===== src/rtl/vc_switch_pkg.sv =====
// Shared definitions for the ExaNet VC switch input scheduler.
// Holds the scheduler state encoding, the VC-to-class mapping and the default VC geometry.
package vc_switch_pkg;

  localparam int VC_NUM   = 3;
  localparam int PRIO_NUM = 2;
  localparam int N        = VC_NUM * PRIO_NUM;

  typedef enum logic [1:0] {
    IDLE,
    REQ,
    XFER,
    RECHECK
  } arb_state_t;

  // Priority class of a VC: VCs are grouped in blocks of vcs_per_class, highest block wins.
  function automatic int vc_class(input int vc, input int vcs_per_class);
    return vc / vcs_per_class;
  endfunction

endpackage


===== src/rtl/vc_rr_picker.sv =====
// Round-robin first-set search over one priority class.
// Returns the first requesting VC at or after ptr, wrapping modulo vc_num.
module vc_rr_picker #(
  parameter int vc_num = 3,
  localparam int PW = (vc_num > 1) ? $clog2(vc_num) : 1
) (
  input  logic [vc_num-1:0] req,
  input  logic [PW-1:0]     ptr,
  output logic              found,
  output logic [PW-1:0]     idx
);

  // Walk the class starting at the pointer and keep the first hit.
  always_comb begin
    found = 1'b0;
    idx   = '0;
    for (int k = 0; k < vc_num; k++) begin
      if (!found && req[PW'((int'(ptr) + k) % vc_num)]) begin
        found = 1'b1;
        idx   = PW'((int'(ptr) + k) % vc_num);
      end
    end
  end

endmodule


===== src/rtl/vc_input_arbiter.sv =====
// Per-input-port VC scheduler for the ExaNet VC switch.
// Picks a non-empty VC (strict class priority, round robin inside a class), requests its
// output from the switch allocator, and keeps the VC for up to max_pkts_per_grant packets.
// Optional build macro VC_INPUT_ARB_REQ_TIMEOUT_EN: abandons a request that sees no cts for
// req_timeout cycles and pulses o_timeout.
module vc_input_arbiter
  import vc_switch_pkg::*;
#(
  parameter int vc_num             = VC_NUM,
  parameter int prio_num           = PRIO_NUM,
  parameter int output_num         = 8,
  parameter int max_pkts_per_grant = 2,
`ifdef VC_INPUT_ARB_REQ_TIMEOUT_EN
  parameter int req_timeout        = 64,
`endif
  localparam int NV = vc_num * prio_num,
  localparam int SW = (NV > 1) ? $clog2(NV) : 1
) (
  input  logic                                clk,
  input  logic                                reset,
  input  logic [NV-1:0]                       has_packet,
  input  logic [NV-1:0][output_num-1:0]       dest_i,
  input  logic [NV-1:0][SW-1:0]               output_vc_i,
  input  logic                                cts,
  input  logic                                last,
  output logic                                o_req,
  output logic [output_num-1:0]               o_dest,
  output logic [SW-1:0]                       o_out_vc,
  output logic [SW-1:0]                       selected_vc,
  output logic                                o_grant,
  output logic                                o_pkt_done
`ifdef VC_INPUT_ARB_REQ_TIMEOUT_EN
  ,
  output logic                                o_timeout
`endif
);

  localparam int PW = (vc_num > 1) ? $clog2(vc_num) : 1;
  localparam int CW = $clog2(max_pkts_per_grant + 1);

  arb_state_t state;

  logic [PW-1:0]       rr_ptr   [prio_num];
  logic [prio_num-1:0] cls_found;
  logic [PW-1:0]       cls_idx  [prio_num];
  logic [SW-1:0]       win_vc;
  logic                any_pkt;
  logic                sel_has;
  logic [CW-1:0]       pkt_cnt;
  logic [CW-1:0]       cnt_inc;
  logic                quota_hit;
  logic                release_vc;
  int                  sel_cls;
  int                  sel_pos;
  logic [PW-1:0]       adv_ptr;

  // One round-robin search per priority class.
  for (genvar c = 0; c < prio_num; c++) begin : g_cls
    vc_rr_picker #(.vc_num(vc_num)) u_pick (
      .req   (has_packet[c*vc_num +: vc_num]),
      .ptr   (rr_ptr[c]),
      .found (cls_found[c]),
      .idx   (cls_idx[c])
    );
  end

  assign any_pkt    = |has_packet;
  assign sel_has    = has_packet[selected_vc];
  assign cnt_inc    = pkt_cnt + CW'(1);
  assign quota_hit  = (cnt_inc == CW'(max_pkts_per_grant));
  assign o_pkt_done = (state == XFER) && last;

  // Strict priority across classes: a higher class found later in the loop overrides.
  always_comb begin
    win_vc = '0;
    for (int c = 0; c < prio_num; c++) begin
      if (cls_found[c]) win_vc = SW'(c * vc_num + int'(cls_idx[c]));
    end
  end

  // Pointer value that moves the owning class past the VC being released.
  always_comb begin
    sel_cls = vc_class(int'(selected_vc), vc_num);
    sel_pos = int'(selected_vc) % vc_num;
    adv_ptr = (sel_pos + 1 == vc_num) ? '0 : PW'(sel_pos + 1);
  end

`ifdef VC_INPUT_ARB_REQ_TIMEOUT_EN
  localparam int TW = $clog2(req_timeout + 1);
  logic [TW-1:0] req_timer;
  logic          req_expire;

  // A request expires on its last allowed REQ cycle unless cts or a withdraw takes priority.
  assign req_expire = (state == REQ) && sel_has && !cts && (req_timer == TW'(req_timeout - 1));
  assign o_timeout  = req_expire;
`endif

  // The current VC gives up ownership: withdraw, quota reached, queue drained or timeout.
  always_comb begin
    release_vc = ((state == REQ) && !sel_has) ||
                 ((state == XFER) && last && quota_hit) ||
                 ((state == RECHECK) && !sel_has);
`ifdef VC_INPUT_ARB_REQ_TIMEOUT_EN
    if (req_expire) release_vc = 1'b1;
`endif
  end

  // Per-class round-robin pointers advance only for the class of the released VC.
  for (genvar c = 0; c < prio_num; c++) begin : g_ptr
    always_ff @(posedge clk or posedge reset) begin
      if (reset) rr_ptr[c] <= '0;
      else if (release_vc && (sel_cls == c)) rr_ptr[c] <= adv_ptr;
    end
  end

  // Packets served under the current grant; cleared whenever the VC is released.
  always_ff @(posedge clk or posedge reset) begin
    if (reset) pkt_cnt <= '0;
    else if (release_vc) pkt_cnt <= '0;
    else if ((state == XFER) && last) pkt_cnt <= cnt_inc;
  end

  // Scheduler FSM with registered request/grant outputs and request latching.
  always_ff @(posedge clk or posedge reset) begin
    if (reset) begin
      state       <= IDLE;
      o_req       <= 1'b0;
      o_grant     <= 1'b0;
      o_dest      <= '0;
      o_out_vc    <= '0;
      selected_vc <= '0;
`ifdef VC_INPUT_ARB_REQ_TIMEOUT_EN
      req_timer   <= '0;
`endif
    end else begin
      case (state)
        IDLE: begin
          if (any_pkt) begin
            selected_vc <= win_vc;
            o_dest      <= dest_i[win_vc];
            o_out_vc    <= output_vc_i[win_vc];
            o_req       <= 1'b1;
            state       <= REQ;
`ifdef VC_INPUT_ARB_REQ_TIMEOUT_EN
            req_timer   <= '0;
`endif
          end
        end
        REQ: begin
          if (!sel_has) begin
            o_req <= 1'b0;
            state <= IDLE;
          end else if (cts) begin
            o_req   <= 1'b0;
            o_grant <= 1'b1;
            state   <= XFER;
          end
`ifdef VC_INPUT_ARB_REQ_TIMEOUT_EN
          else if (req_expire) begin
            o_req <= 1'b0;
            state <= IDLE;
          end else begin
            req_timer <= req_timer + TW'(1);
          end
`endif
        end
        XFER: begin
          if (last) begin
            o_grant <= 1'b0;
            state   <= quota_hit ? IDLE : RECHECK;
          end
        end
        RECHECK: begin
          if (sel_has) begin
            // The next packet of the same VC may head to a different output.
            o_dest    <= dest_i[selected_vc];
            o_out_vc  <= output_vc_i[selected_vc];
            o_req     <= 1'b1;
            state     <= REQ;
`ifdef VC_INPUT_ARB_REQ_TIMEOUT_EN
            req_timer <= '0;
`endif
          end else begin
            state <= IDLE;
          end
        end
        default: state <= IDLE;
      endcase
    end
  end

endmodule


===== config.mk =====
export PLATFORM = sky130hd
export DESIGN_NAME = vc_input_arbiter
export DESIGN_NICKNAME = d
export VERILOG_FILES = /design/src/rtl/vc_switch_pkg.sv /design/src/rtl/vc_rr_picker.sv /design/src/rtl/vc_input_arbiter.sv
export SDC_FILE = /design/constraint.sdc
export NUM_CORES = 1
export LEC_CHECK = 0
export BUFFER_PORTS_ARGS = -buffer_cell sky130_fd_sc_hd__buf_2
export CORE_ASPECT_RATIO = 1.4
export CORE_MARGIN = 2
export CORE_UTILIZATION = 45
export DETAILED_ROUTE_END_ITERATION = 16
export GPL_TIMING_DRIVEN = 0
export PLACE_DENSITY = 0.81
export RECOVER_POWER = 25
export SETUP_SLACK_MARGIN = 0.4
export SYNTH_ARGS = -nofsm -noshare
export SYNTH_HDL_FRONTEND = slang
export SYNTH_SLANG_ARGS = --single-unit

===== constraint.sdc =====
create_clock -name clk -period 3.2 [get_ports clk]
set_clock_uncertainty 0.05 [all_clocks]
set_input_delay 0.8 -clock clk [delete_from_list [all_inputs] [get_ports clk]]
set_output_delay 0.8 -clock clk [all_outputs]
set_load 0.03 [all_outputs]

Word-level counts from Yosys, hierarchy flattened:

Cells that the tools add are included.

* add/subtract/negate cells: 7
* div/mod/pow operators: 8
* $lt $le $gt $ge: 8
* equality and inequality tests: 12
* mux-type cells: 67
* reductions and logical operators: 29

Operators with widths (number)
* $mod 32x3->32 const B: 4
* $mod 3x3->32 const B: 2
* $bmux 8 s3: 2
* $add 32x2->32 const B: 1
* $div 4x3->32 const B: 1
* $eq 32x2->1 const B: 1
* $eq 32x3->1 const B: 1
* $logic_not 32->1: 1
* $mod 4x3->32 const B: 1
* $mux 8: 4
* $mux 2: 15
* $mux 1: 27
* $lt 2x4->1 const B: 6
* $bmux 3 s3: 2
* $pmux 8 s2: 1
* $mux 3: 5
* $bmux 1 s2: 6
* $logic_and 1x1->1: 10
* $ne 2x2->1 const B: 5
* $lt 3x4->1 const B: 2
* $pmux 2 s4: 1
* $reduce_and 4->1: 2
* $add 2x1->3 const B: 2
* $add 2x2->3 const B: 2
* 17 further kinds: 27

* flip-flop bits (word level): 24
* output and inout bits: 17
* logic and storage cells: 140

Longest topological paths before layout:

* word-level depth: 17
* depth in mapped cells: 12

Hierarchy:

Synthesis repeated with hierarchy kept, for this count alone.

* cells, all modules: 399
* area, all modules: 3154.3 um^2

Modules (own cells, without submodules)
* vc_input_arbiter: instances 1, cells an instance 335, area an instance 2651.3 um^2, sequential area each 600.6 um^2
* vc_rr_picker: instances 2, cells an instance 32, area an instance 251.5 um^2, sequential area each 0.0 um^2

Least setup slack after synthesis:

No wires, ideal clock.

* path kind: input -> register
* from: input has_packet[3]
* to: register o_dest[0]
* library setup time: 123 ps
* arrival time: 2537 ps
* data required time: 3027 ps
* slack: 491 ps
* cell stages on the path: 9
* cells stage by stage: inv_1 maj3_1 o221ai_2 ha_1 a21oi_1 or2_2 buf_1 o22ai_1 o221a_2

* word-level cells in the longest chain between the ends: 16
* elaborated cells between the ends (all ways): 31

Ends and longest elaborated chain
* start: declaration: line vc_input_arbiter.sv:21 `input logic [NV-1:0] has_packet,`
* $bmux 1 s2: line vc_rr_picker.sv:18 `if (!found && req[PW'((int'(ptr) + k) % vc_num)]) begin`
* $mux 1 (not written as such) (2 in a row): line vc_rr_picker.sv:18
* $mux 1: line vc_rr_picker.sv:18
* $logic_not 1->1: line vc_rr_picker.sv:18
* $logic_and 1x1->1: line vc_rr_picker.sv:18
* $mux 1: line vc_rr_picker.sv:18
* $logic_not 1->1: line vc_rr_picker.sv:18
* $logic_and 1x1->1: line vc_rr_picker.sv:18
* $mux 2: line vc_rr_picker.sv:18
* $add 2x2->3: line vc_input_arbiter.sv:77 `if (cls_found[c]) win_vc = SW'(c * vc_num + int'(cls_idx[c]));`
* $mux 3: line vc_input_arbiter.sv:77
* $bmux 8 s3: line vc_input_arbiter.sv:140 `o_dest <= dest_i[win_vc];`
* $mux 8 (not written as such): line vc_input_arbiter.sv:140
* $mux 8: line vc_input_arbiter.sv:138 `if (any_pkt) begin`
* $pmux 8 s2: line vc_input_arbiter.sv:136 `case (state)`
* end signal: assignment: line vc_input_arbiter.sv:140
* end signal: assignment: line vc_input_arbiter.sv:176 `o_dest <= dest_i[selected_vc];`
* end: declaration: line vc_input_arbiter.sv:27 `output logic [output_num-1:0] o_dest,`

Several ways; a longest one is shown, not always the timed one. The select of a mux whose other input is x is not followed.
A chain may end at the register's enable or synchronous reset.

Worst setup path in the final report:

* from: register rr_ptr[0] in the netlist's numbering
* to: register o_dest[0]

* word-level cells in the longest chain between the ends: 17
* elaborated cells between the ends (all ways): 30

Ends and longest elaborated chain
* start: declaration: line vc_input_arbiter.sv:43 `logic [PW-1:0] rr_ptr [prio_num];`
* start signal: indexed assignment: line vc_input_arbiter.sv:112 `else if (release_vc && (sel_cls == c)) rr_ptr[c] <= adv_ptr;`
* parallel branches: the longest is 12 deep, another holds $mod 32x3->32
* $mux 3 *: line vc_input_arbiter.sv:77
* $bmux 8 s3 *: line vc_input_arbiter.sv:140
* $mux 8 (not written as such) *: line vc_input_arbiter.sv:140
* $mux 8 *: line vc_input_arbiter.sv:138
* $pmux 8 s2 *: line vc_input_arbiter.sv:136

Every way passes the cells marked *. The select of a mux whose other input is x is not followed.

==> out/results.tsv <==
stage	metric	value	unit
cells_and_area	share of cells above drive strength 1	40.2	%
run_status	status	finished clean	
timing	Setup TNS Final	0	ns
synthesis	Top FF cell, synth	dfrtp_1	
worst_setup_path	Worst path max stage delay	0.41	ns
synthesis	asr flop ratio synth	100	%
synthesis	Seq cells post-synth	24	
timing	final setup violation count	0	
die	Die X	68.6	um
worst_setup_path	CP arrival	2.77	ns
placed_design	port buffer count	92	
placed_design	Final HPWL DP	5.98	mm
clock_network	CTS buffer count	3	
worst_setup_path	slowest stage cell, crit path	dfrtp_1	
power	sequential share of power	14.7	%
clock_network	Max Buffers Root-to-Sink	2	
timing	Final Hold Viols	0	
worst_setup_path	most used cell, CP	ha_2	
power	Combinational Power Share	78.3	%
die	Initial Util	47.2	%
worst_setup_path	Worst setup EP type	flip-flop	
worst_setup_path	worst endpoint required time	3.32	ns
power	Lkg Pwr	0.00154	uW
global_route	initial antenna violation count	0	
global_route	grt ovf	0	
global_route	via count of the first global-routing pass	2686	
timing	Hold WS	0.457	ns
timing	Max Clk Rate	376	MHz
clock_network	H-Tree Depth	1	
synthesis	count of cell types in the netlist	45	
worst_setup_path	Worst Path Class, Setup	flip-flop to flip-flop	
die	IO Pins	93	
cells_and_area	area grow syn2layout	25.7	%
synthesis	EDFF count, synth	0	
power	Cell Int Power	2000	uW
die	Site Rows	32	
power	sw frac	49.0	%
timing	Slew Limit Headroom	37.6	%
job	maxcap violations	0	
worst_setup_path	worst-path cell chain	inv_1, ha_2, maj3_1, o221ai_4, ha_2, a21oi_1, or2_2, buf_6, o22ai_1, o221a_2	
cells_and_area	final instance area	3300	um^2
global_route	first-pass GRT wire length	12.5	mm
cells_and_area	nets@finish	466	
power	P per Cell Area	1190	nW/um^2
worst_hold_path	Hold Crit Class	flip-flop to flip-flop	
synthesis	Yosys warning count	0	
power	Clk pwr share	7.1	%
drt	Vias per Instance	6.09	
die	Core ar.	5570	um^2
timing	Worst-Margin Slew	0.935	ns
drt	drt first pass iters	4	
cells_and_area	Final Core Density	59.3	%
drt	routed len/inst	17.1	um
placed_design	DP Area	3180	um^2
drt	1st-iter DRT viols	119	
synthesis	Post-Syn Area per Cell	9.42	um^2
drt	final wirelength	7.64	mm
worst_setup_path	crit path max fanout	10	
clock_network	Num Clock Sinks	24	
synthesis	Seq/Total Area, Yosys	22.9	%
synthesis	synthesized cell area	2630	um^2
global_route	pin count of the biggest net entering global routing	25	
global_route	Total GRT Usage	24.9	%
power	NetSw	1930	uW
clock_network	insertion delay to the later sink of the worst-skew pair	0.28	ns
timing	RSZ-0062 raised after global routing	no	
placed_design	Placer Congestion	0.839	
cells_and_area	ANT cells	0	
die	Die Y	94.4	um
worst_setup_path	type of origin of the critical path	flip-flop	
clock_network	CTS tree	done	
die	die area	6470	um^2
drt	Post-DRT Antenna Nets	0	
synthesis	Mapped Cells	279	
drt	Residual DRC	0	
timing	minimum clock period	2.66	ns
clock_network	Clk pin slew, worst setup/hold paths	0.09	ns
clock_network	CTS root buf	clkbuf_8	
drt	Vias	2716	
timing	fin crit share	83.0	%
power	power after layout	3930	uW
power	maximum vdd drop	708	uV
clock_network	Post-CTS Hold Fix Bufs	0	
timing	Final Max Slew Viols	0	
[per-layer routing]
layer / part of all wire, % / wire, um / GRT usage (%)
met1: 39 / 3010 / 31.5
met5: 0 / 0 / 0
met2: 51 / 3860 / 42.5
met4: 2.3 / 176 / 8.67
met3: 7.7 / 591 / 3.46
[logic make-up after synthesis]
family | after synthesis | synth area share, %
adders and majority gates | 12 | 5.62
buffers and inverters | 33 | 5.90
AOI/OAI and AO/OA | 80 | 21.9
xor gates and xnor gates | 1 | 0.333
muxes | 62 | 31.8
DFF | 24 | 22.9
other | 1 | 0.143
and+or+nand+nor | 66 | 11.4
[cell usage after synthesis, types with 4 or more instances]
cell type  count  area share, %
a221oi_1      11            3.7
mux4_1         7            7.0
nor3_1         4           0.76
ha_1          11            5.2
nand2_1       33            4.7
clkbuf_1      11            1.6
inv_1         15            2.1
nor2_1        16            2.3
o22ai_1       11            2.6
a21oi_1       23            4.4
o211ai_1       4            1.1
mux4_2         5            4.3
mux2_2        13            5.6
mux2i_1       34             13
o221a_2       11            4.7
dfrtp_1       24             23
buf_6          4            1.7
o21ai_0        9            1.7
[through the flow]
stage	setup WS, ns	instances
2_1_floorplan	0.491	280
3_3_place_gp	0.0784	440
3_5_place_dp	0.0118	440
4_1_cts	0.413	444
5_1_grt	0.389	446
6_report	0.543	446
[sequential cells by signal, summed over array words and instances, names as in the netlist]
signal and cells:
state 2, o_dest 8, o_req 1, rr_ptr 4, o_out_vc 3, o_grant 1
selected_vc 3, pkt_cnt 2
[power groups by stage]
stage,sequential [uW],clock (uW),combinational (uW)
floorplan,754,0,2080
global placement,578,0,2840
detailed placement,576,0,2930
CTS,575,276,2950
global route,596,286,3320
finish,576,277,3070
[repair_timing]
| item | in CTS | in global routing |
|---|---|---|
| gates resized for setup | 5 | 11 |
| pin swaps | 0 | 1 |
| endpoints found under the setup margin | 14 | 15 |
| setup buffers | 0 | 2 |
[cells in the final DEF (no fill, tap or decap), drive strengths merged, types with 2 or more instances in the layout]
cell type / count
buf: 102
mux2i: 35
nand2: 33
a21oi: 25
dfrtp: 24
nor2: 16
inv: 15
mux2: 15
clkbuf: 13
o221a: 12
mux4: 12
o22ai: 11
a221oi: 11
ha: 11
o21ai: 10
nor3: 4
o211ai: 4
nand2b: 2
nor2b: 2
or2: 2
conb: 2
o221ai: 2
[worst paths after layout]
kind                            cells past startpoint                          to             startpoint  slack (ns)
worst min-delay path                                2         o_grant$_DFFE_PP0P_    o_grant$_DFFE_PP0P_        0.46
worst max register to register                     10       o_dest[0]$_DFFE_PP0P_  rr_ptr[0]$_DFFE_PP0P_        0.54
worst max-delay path                               10       o_dest[0]$_DFFE_PP0P_  rr_ptr[0]$_DFFE_PP0P_        0.54
min in group asynchronous                           2       o_dest[2]$_DFFE_PP0P_                  reset        0.66
worst min register to register                      2         o_grant$_DFFE_PP0P_    o_grant$_DFFE_PP0P_        0.46
max in group asynchronous                           2  selected_vc[2]$_DFFE_PP0P_                  reset        1.86
[critical path, delay by kind of cell (launching register included)]
kind,cells,cell delay (ns)
adders and majority gates,3,1.04
DFF,1,0.41
buffers and inverters,2,0.22
and+or+nand+nor,1,0.15
AOI/OAI and AO/OA,4,0.68
[layout make-up]
class,instances,area (um^2)
Tap cell,68,85.1
Sequential cell,24,601
Clock inverter,1,30.0
Clock buffer,3,41.3
Inverter,15,56.3
Multi-Input combinational cell,223,1900
Buffer,18,114
Fill cell,472,2260
Timing Repair Buffer,94,475
Power figures use the tool's default switching activity.
